`config.mk`:
```
export PLATFORM = sky130hd
export DESIGN_NAME = conv_encoder_12_4
export DESIGN_NICKNAME = d
export VERILOG_FILES = /design/src/rtl/conv_encoder_12_4.sv
export SDC_FILE = /design/constraint.sdc
export NUM_CORES = 1
export LEC_CHECK = 0
export ABC_AREA = 1
export CORE_ASPECT_RATIO = 0.6
export CORE_UTILIZATION = 32
export DETAILED_ROUTE_END_ITERATION = 10
export GPL_ROUTABILITY_DRIVEN = 0
export SKIP_CTS_REPAIR_TIMING = 1
export SYNTH_ARGS = -nofsm -noshare
export SYNTH_HDL_FRONTEND = slang
export SYNTH_SLANG_ARGS = --single-unit
```
`constraint.sdc`:
```
create_clock -name clk -period 2.8 [get_ports clk]
set_input_delay 0.42 -clock clk [delete_from_list [all_inputs] [get_ports clk]]
set_output_delay 0.42 -clock clk [all_outputs]
set_load 0.01 [all_outputs]
```
`src/rtl/conv_encoder_12_4.sv`:
```
// Rate-1/2 K=3 (7,5 octal) zero-tail convolutional encoder for 4-bit messages.
// Serial symbol pairs and a 12-bit parallel codeword; define ENC_SELFCHECK_EN for a table-based self-check.
module conv_encoder_12_4 (
  input  logic        clk,
  input  logic        rst,
  input  logic [3:0]  data_in,
  input  logic        data_valid,
  output logic        data_ready,
  output logic [1:0]  sym_out,
  output logic        sym_valid,
  output logic [11:0] codeword,
  output logic        cw_valid,
  output logic        cw_err
);

  typedef enum logic [1:0] {IDLE, ENC, FLUSH} state_t;

  state_t      state;
  state_t      state_next;
  logic [2:0]  cnt;
  logic        s1;
  logic        s0;
  logic [9:0]  acc;
  logic [3:0]  msg;
  logic        u;
  logic        c0;
  logic        c1;
  logic        accept;
  logic        last;
  logic [11:0] cw_full;

  assign data_ready = (state == IDLE) && !rst;
  assign accept     = data_valid && data_ready;
  // Message is sent MSB first; the flush cycles shift in the two zero tail bits.
  assign u          = (state == ENC) ? msg[2'd3 - cnt[1:0]] : 1'b0;
  assign c0         = u ^ s1 ^ s0;
  assign c1         = u ^ s0;
  assign last       = (state == FLUSH) && (cnt == 3'd5);
  assign cw_full    = {acc, c0, c1};

  always_ff @(posedge clk) begin
    if (rst) state <= IDLE;
    else     state <= state_next;
  end

  always_comb begin
    state_next = state;
    case (state)
      IDLE:    if (accept) state_next = ENC;
      ENC:     if (cnt == 3'd3) state_next = FLUSH;
      FLUSH:   if (cnt == 3'd5) state_next = IDLE;
      default: state_next = IDLE;
    endcase
  end

  always_ff @(posedge clk) begin
    if (rst) begin
      msg       <= '0;
      cnt       <= '0;
      s1        <= 1'b0;
      s0        <= 1'b0;
      acc       <= '0;
      sym_out   <= '0;
      sym_valid <= 1'b0;
      codeword  <= '0;
      cw_valid  <= 1'b0;
    end else begin
      sym_valid <= 1'b0;
      cw_valid  <= 1'b0;
      if (state == IDLE) begin
        if (accept) begin
          msg <= data_in;
          s1  <= 1'b0;
          s0  <= 1'b0;
          acc <= '0;
          cnt <= '0;
        end
      end else begin
        sym_out   <= {c0, c1};
        sym_valid <= 1'b1;
        acc       <= {acc[7:0], c0, c1};
        s1        <= u;
        s0        <= s1;
        cnt       <= cnt + 3'd1;
        if (last) begin
          codeword <= cw_full;
          cw_valid <= 1'b1;
        end
      end
    end
  end

`ifdef ENC_SELFCHECK_EN
  // Each entry is the XOR of the generator rows selected by the message bits.
  localparam logic [11:0] CW_TABLE [16] = '{
    12'h000, 12'h03B, 12'h0EC, 12'h0D7,
    12'h3B0, 12'h38B, 12'h35C, 12'h367,
    12'hEC0, 12'hEFB, 12'hE2C, 12'hE17,
    12'hD70, 12'hD4B, 12'hD9C, 12'hDA7
  };

  always_ff @(posedge clk) begin
    if (rst) cw_err <= 1'b0;
    else     cw_err <= last && (cw_full != CW_TABLE[msg]);
  end
`else
  assign cw_err = 1'b0;
`endif

endmodule

```
# Word-level counts from Yosys, hierarchy flattened
# Cells that the tools add are included.
[classes]
n_addsub = 2
order_cmp = 1
eq_ne = 7
n_mux = 16
bitwise_logic = 4
reduce_logical = 9
[ops]
columns = ["cell", "n"]
rows = [
  ["10-bit 2-to-1 mux", 2],
  ["1-bit 2-to-1 mux", 7],
  ["2-bit 2-to-1 mux", 3],
  ["3-bit 2-to-1 mux", 2],
  ["2-bit case mux with 3 select lines", 1],
  ["2-bit by 1-bit inequality test with 1-bit output (second input constant)", 2],
  ["2-bit AND reduction", 2],
  ["3-bit by 1-bit adder with 3-bit output (second input constant)", 1],
  ["3-bit by 2-bit == test with 1-bit output (second input constant)", 1],
  ["3-bit == test (second input constant)", 1],
  ["1-bit logical AND", 3],
  ["2-bit by 3-bit < comparator with 1-bit output (second input constant)", 1],
  ["3-bit AND reduction", 1],
  ["1-bit bitwise XOR", 3],
  ["1-bit binary-select mux with 2-bit select", 1],
  ["2-bit by 1-bit == test with 1-bit output (second input constant)", 1],
  ["2-bit == test (second input constant)", 1],
  ["2-bit logical NOT", 1],
  ["2-bit inequality test (second input constant)", 1],
  ["2-bit OR reduction", 1],
  ["2-bit subtractor (first input constant)", 1],
  ["1-bit logical NOT", 1],
  ["1-bit NOT", 1],
]
[totals]
reg_bits = 37
inputBits = 7
output_inout_bits = 18

# Logic depth before layout (Yosys ltp)
# Gate-level depths: netlist of run 1.
[logic_depth]
word_depth = 7
mapped_depth = 10

# Least setup slack after synthesis of run 1
# OpenSTA, ideal clock, no wires.
[synth_timing]
kind = "input port to output port"
start = "input port rst"
end = "output port data_ready"
arrival_time_ns = 0.886
t_required_ns = 2.380
path_slack_ns = 1.494
cell_stages = 3
n_path_buf = 2
cell_sequence = "buf_2 nor2_4 buf_4"
[synth_between]
elab_chain_cells = 2
[synth_lines]
columns = ["element", "line", "text"]
rows = [
  ["start: declaration", "5", "input logic rst,"],
  ["1-bit logical NOT", "32", "assign data_ready = (state == IDLE) && !rst;"],
  ["1-bit logical AND", "32", ""],
  ["end: declaration", "8", "output logic data_ready,"],
]
# No other way between the ends.

# Worst setup path in the final report of run 1
# Ends and elaborated chain as after synthesis.

==> impl_metrics.toml, run 1 <==
[detailed_routing]
drc_errors = 0
viasPerCell = 4.64
ant_nets = 0
routed_wl_um = 2900
drt_iter0_markers = 49
vias = 1155
first_pass_iters = 4
wire_per_inst_um = 11.6

[power_and_ir_drop]
p_leak_uw = 0.000727
peakVddDrop_v = 0.000178
p_sw_uw = 244
powerDensity_nw_per_um2 = 576
p_total_uw = 1010
p_clk_frac = 0.366
switching_share = 0.240
p_int_uw = 771
pwr-share-comb = 0.090
pwr-share-seq = 0.544

[timing]
fin_skew_ps = 4.87
rsz0062_at_grt = "false"
maxSlewViolCount = 0
tightest_slew_ps = 604
fin_crit_ps = 2120
setup-tns-final_ps = 0
fin_crit_sh = 0.757
whs_ps = 461
hold_viol_final = 0
setup_viol = 0
relSlewSlack = 0.596
clock.fmax_mhz = 472

[setup_path]
path_max_fanout = 8
reg2reg_from = "cnt[0]"
crit_path_end_kind = "primary output"
critPathLaunchType = "input pin"
cp_data_arrival_time_ps = 1700
crit_type = "in2out"
r2r_slack_ps = 980
worstPathRequired_ps = 2380
startpoint = "rst"

[placed_design]
placed_cells = 242
port_buffers = 23
hpwl_um = 2020

[global_routing]
grtUsageTotal = 0.152
grt_start_max_net_pins = 17
grt_antenna_before_repair = 0
grt_pass1_wl_um = 4990
grt_pass1_vias = 1036
grt-ovfl-total = 0

[clock_tree]
numCtsBuffers = 5
h-tree-depth = 2
cts.sinks = 37
cts.path.max_buffers = 2
clk_pin_slew_ps = 70
clock_latency_ps = 290
cts_tree = "yes"
root_buffer = "clkbuf_8"

[yosys]
yosys_warnings = 0
synth_top_area_cell = "dfxtp_1"
synth_edf_count = 0
avgSynthCellArea_um2 = 8.59
ys_ff_latch = 37
synthArstFlopShare = 0
synthFlopType = "dfxtp_1"
synth.distinct_cells = 23
yosys-top-cells-count = "dfxtp_1 (37), nor2_1 (24), nand2_1 (20)"
ys_top_cells_by_area = "dfxtp_1 (53%), nor2_1 (6.4%), o21ai_0 (6.1%)"
syn_inst = 163
synth_fp_nets = 173
yosysTopAreaCellShare = 0.529
netlist_area_um2 = 1400
seq_area_frac_synth = 0.529
synth_most_common_cell = "dfxtp_1"

[die]
pin_count = 25
die_area_um2 = 4650
fp-row-count = 18
core_um2 = 4140
fp.dieW_um = 87.4
initial_core_util = 0.338
die-height_um = 53.2

[final_layout]
insertedDiodeCount = 0
final_nets = 199
final_cell_count_no_fill = 249
fill_cells = 431
syn2layout_area_growth_pct = 25.8
layout-drive-gt1-share = 0.0635

[worst_hold_path]
hold_class = "reg2reg"
min_from = "sym_out[1]"

[run_status]
outcome = "finished, final reports clean"

[job]
max_cap_violations = 0
[metrics by stage]
stage	util	instance area, um2	setup WS, ps
6_report	0.425	1760	681
4_1_cts	0.425	1760	669
3_5_place_dp	0.404	1680	673
2_1_floorplan	-	1400	1490
3_3_place_gp	0.404	1680	671
5_1_grt	0.425	1760	622
[worst max-delay path, stage by stage]
cell and delay (ps):
clkdlybuf4s50_1 560, nor2_4 180, clkdlybuf4s50_1 540
[flip-flops by register name (all words and copies together), names as in the netlist, 2 cells and up]
name	count
codeword	12
acc	10
msg	4
cnt	3
state	2
sym_out	2
[power groups by stage]
stage / registers, uW / clock network, uW / logic, uW
6_report: 552 / 372 / 91.5
5_1_grt: 553 / 403 / 103
4_1_cts: 551 / 380 / 92.2
3_5_place_dp: 563 / 0 / 91.4
3_3_place_gp: 563 / 0 / 90.7
2_1_floorplan: 561 / 0 / 61.8
[cells in the final DEF, fill, tap and decap left out, types with 2 or more instances in the layout]
cell type        count
a21oi_1              8
a32o_1               7
buf_4                2
clkbuf_8             6
clkdlybuf4s50_1     23
dfxtp_1             37
ha_1                 3
inv_1               18
nand2_1             20
nand3_1             11
nor2_1              24
o21ai_0             17
o32ai_1              3
[layer usage]
layer  GRT usage  part of all wire
met2       0.184              0.34
met4      0.0902             0.021
met5           0                 0
met3      0.0530             0.057
met1       0.223              0.58
[final cells by class]
type,count,area [um2],share of cell area
sequential,37,741,0.420
multi-input combinational,100,539,0.306
timing repair buffer,25,245,0.139
clock buffer,7,86.3,0.0490
inverter,20,75.1,0.0426
tap,60,75.1,0.0426
[path summary, 6_finish.rpt]
kind | depth (start not counted) | end
max | 3 | data_ready
min | 2 | sym_out[1]
max reg2reg | 6 | codeword[4]
min reg2reg | 2 | sym_out[1]
[kinds of logic after synthesis]
kind of cell / count (synthesis) / share of synthesized area
compound gates: 38 / 0.174
simple gates: 58 / 0.181
buf+inv: 26 / 0.0858
fa+ha+maj: 3 / 0.0268
flops: 37 / 0.529
other cells: 1 / 0.00268
No activity file was read; power rests on OpenSTA's default activity.
==> run 2, diff against run 1 <==
clock period = 2 ns   (was 2.8 ns; I/O delays follow)
==> run 2 against run 1 <==
Combinational power increased by 43%. Sequential share of layout area shrank 0.21 points. Global-route usage is 0.19 points lower. Hold slack worse by 3.8 ps. Register-to-register slack worse by 610 ps. Sequential power grew 40%. Non-clock buffer count is 2 higher. Total power up 37%. Routed wire length grew 2.6%. First-iteration DRC count up 14%. Die area did not move. Cell area grew 0.50%. Highest routed layer unchanged.
==> impl_metrics.toml, run 2 (same netlist as run 1, synthesis figures left out) <==
[timing]
setup_viol = 0
maxSlewViolCount = 0
fin_crit_sh = 0.951
rsz0062_at_grt = "false"
fin_crit_ps = 1900
hold_viol_final = 0
clock.fmax_mhz = 525
whs_ps = 457
fin_skew_ps = 4.00
setup-tns-final_ps = 0

[global_routing]
grt_start_max_net_pins = 17
grt-ovfl-total = 0
grt_pass1_wl_um = 5040
grtUsageTotal = 0.151
grt_pass1_vias = 1030
grt_antenna_before_repair = 0

[detailed_routing]
first_pass_iters = 4
drc_errors = 0
wire_per_inst_um = 11.8
routed_wl_um = 2970
drt_iter0_markers = 56
ant_nets = 0
wl_met2_um = 1030
dr_wl_met3_um = 180
top_layer = "met4"
viasPerCell = 4.54
vias = 1144
wl_met1_um = 1720

[power_and_ir_drop]
p_leak_uw = 0.000732
peakVddDrop_v = 0.000343
powerDensity_nw_per_um2 = 787

[setup_path]
path_max_fanout = 3
critPathLaunchType = "register"
cp_data_arrival_time_ps = 1600
crit_type = "reg2out"
crit_path_end_kind = "primary output"
worstPathRequired_ps = 1700

[clock_tree]
root_buffer = "clkbuf_8"
clk_pin_slew_ps = 70
cts.sinks = 37
cts.path.max_buffers = 2
h-tree-depth = 2
clock_latency_ps = 280
numCtsBuffers = 5
cts_tree = "yes"

[final_layout]
final_common_cell = "dfxtp_1"
final_nets = 201
seqCellArea_um2 = 741
insertedDiodeCount = 0
layout-drive-gt1-share = 0.0677
fill_cells = 425
largest_register_ffs = 12
reg_top3 = "codeword: 12 flops, acc: 10 flops, msg: 4 flops"
multiInputGateArea_um2 = 539
regMostFlops = "codeword"
syn2layout_area_growth_pct = 26.5
final_cell_mix = "dfxtp_1 (37), nor2_1 (24), clkdlybuf4s50_1 (23), nand2_1 (20), inv_1 (18)"

[die]
fp-row-count = 18
core_um2 = 4140
die_area_um2 = 4650
pin_count = 25
initial_core_util = 0.338
die-height_um = 53.2
fp.dieW_um = 87.4

[run_status]
outcome = "finished, final reports clean"

[placed_design]
port_buffers = 23
hpwl_um = 2140

[worst_hold_path]
hold_class = "reg2reg"

[job]
max_cap_violations = 0
run 2: where the power goes:
part           leakage, uW  switching [uW]  internal [uW]
Sequential        0.000300            15.2            756
Combinational     0.000393            79.6           51.2
Clock            0.0000395             244            247
run 2: cell type report:
cell class / count / share of cell area
inverters: 20 / 0.0424
well taps: 60 / 0.0424
repair buffers: 27 / 0.147
clock buffers: 8 / 0.0452
multi-input cells: 100 / 0.305
flip-flops and latches: 37 / 0.418
run 2: worst paths after layout:
kind            start  cells past startpoint  slack [ps]      endpoint
max reg2reg    cnt[0]                      6         370  codeword[11]
min            msg[0]                      2         460        msg[0]
max          state[0]                      4         100    data_ready
min reg2reg    msg[0]                      2         460        msg[0]
run 2: stage by stage:
| step | power (uW) | area (um2) | setup slack [ps] | instances | util |
|---|---|---|---|---|---|
| final | 1390 | 1770 | 97.0 | 252 | 0.427 |
| after global routing | 1460 | 1770 | 7.11 | 252 | 0.427 |
| after CTS | 1410 | 1770 | 95.1 | 252 | 0.427 |
| after detailed placement | 918 | 1690 | 238 | 244 | 0.408 |
| after global placement | 917 | 1690 | 236 | 244 | 0.408 |
| after floorplan | 873 | 1400 | 714 | 163 | - |
run 2: worst max-delay path: stages (launching register included):
cell	delay [ps]
dfxtp_1	350
nor2_1	220
inv_1	120
nor2_4	100
clkdlybuf4s50_1	540
run 2: metal layers:
metal  GRT usage  vias to the layer above
met5           0                        -
met3      0.0468                        6
li1            -                      600
met2       0.186                       38
met1       0.228                      500
met4      0.0656                        0
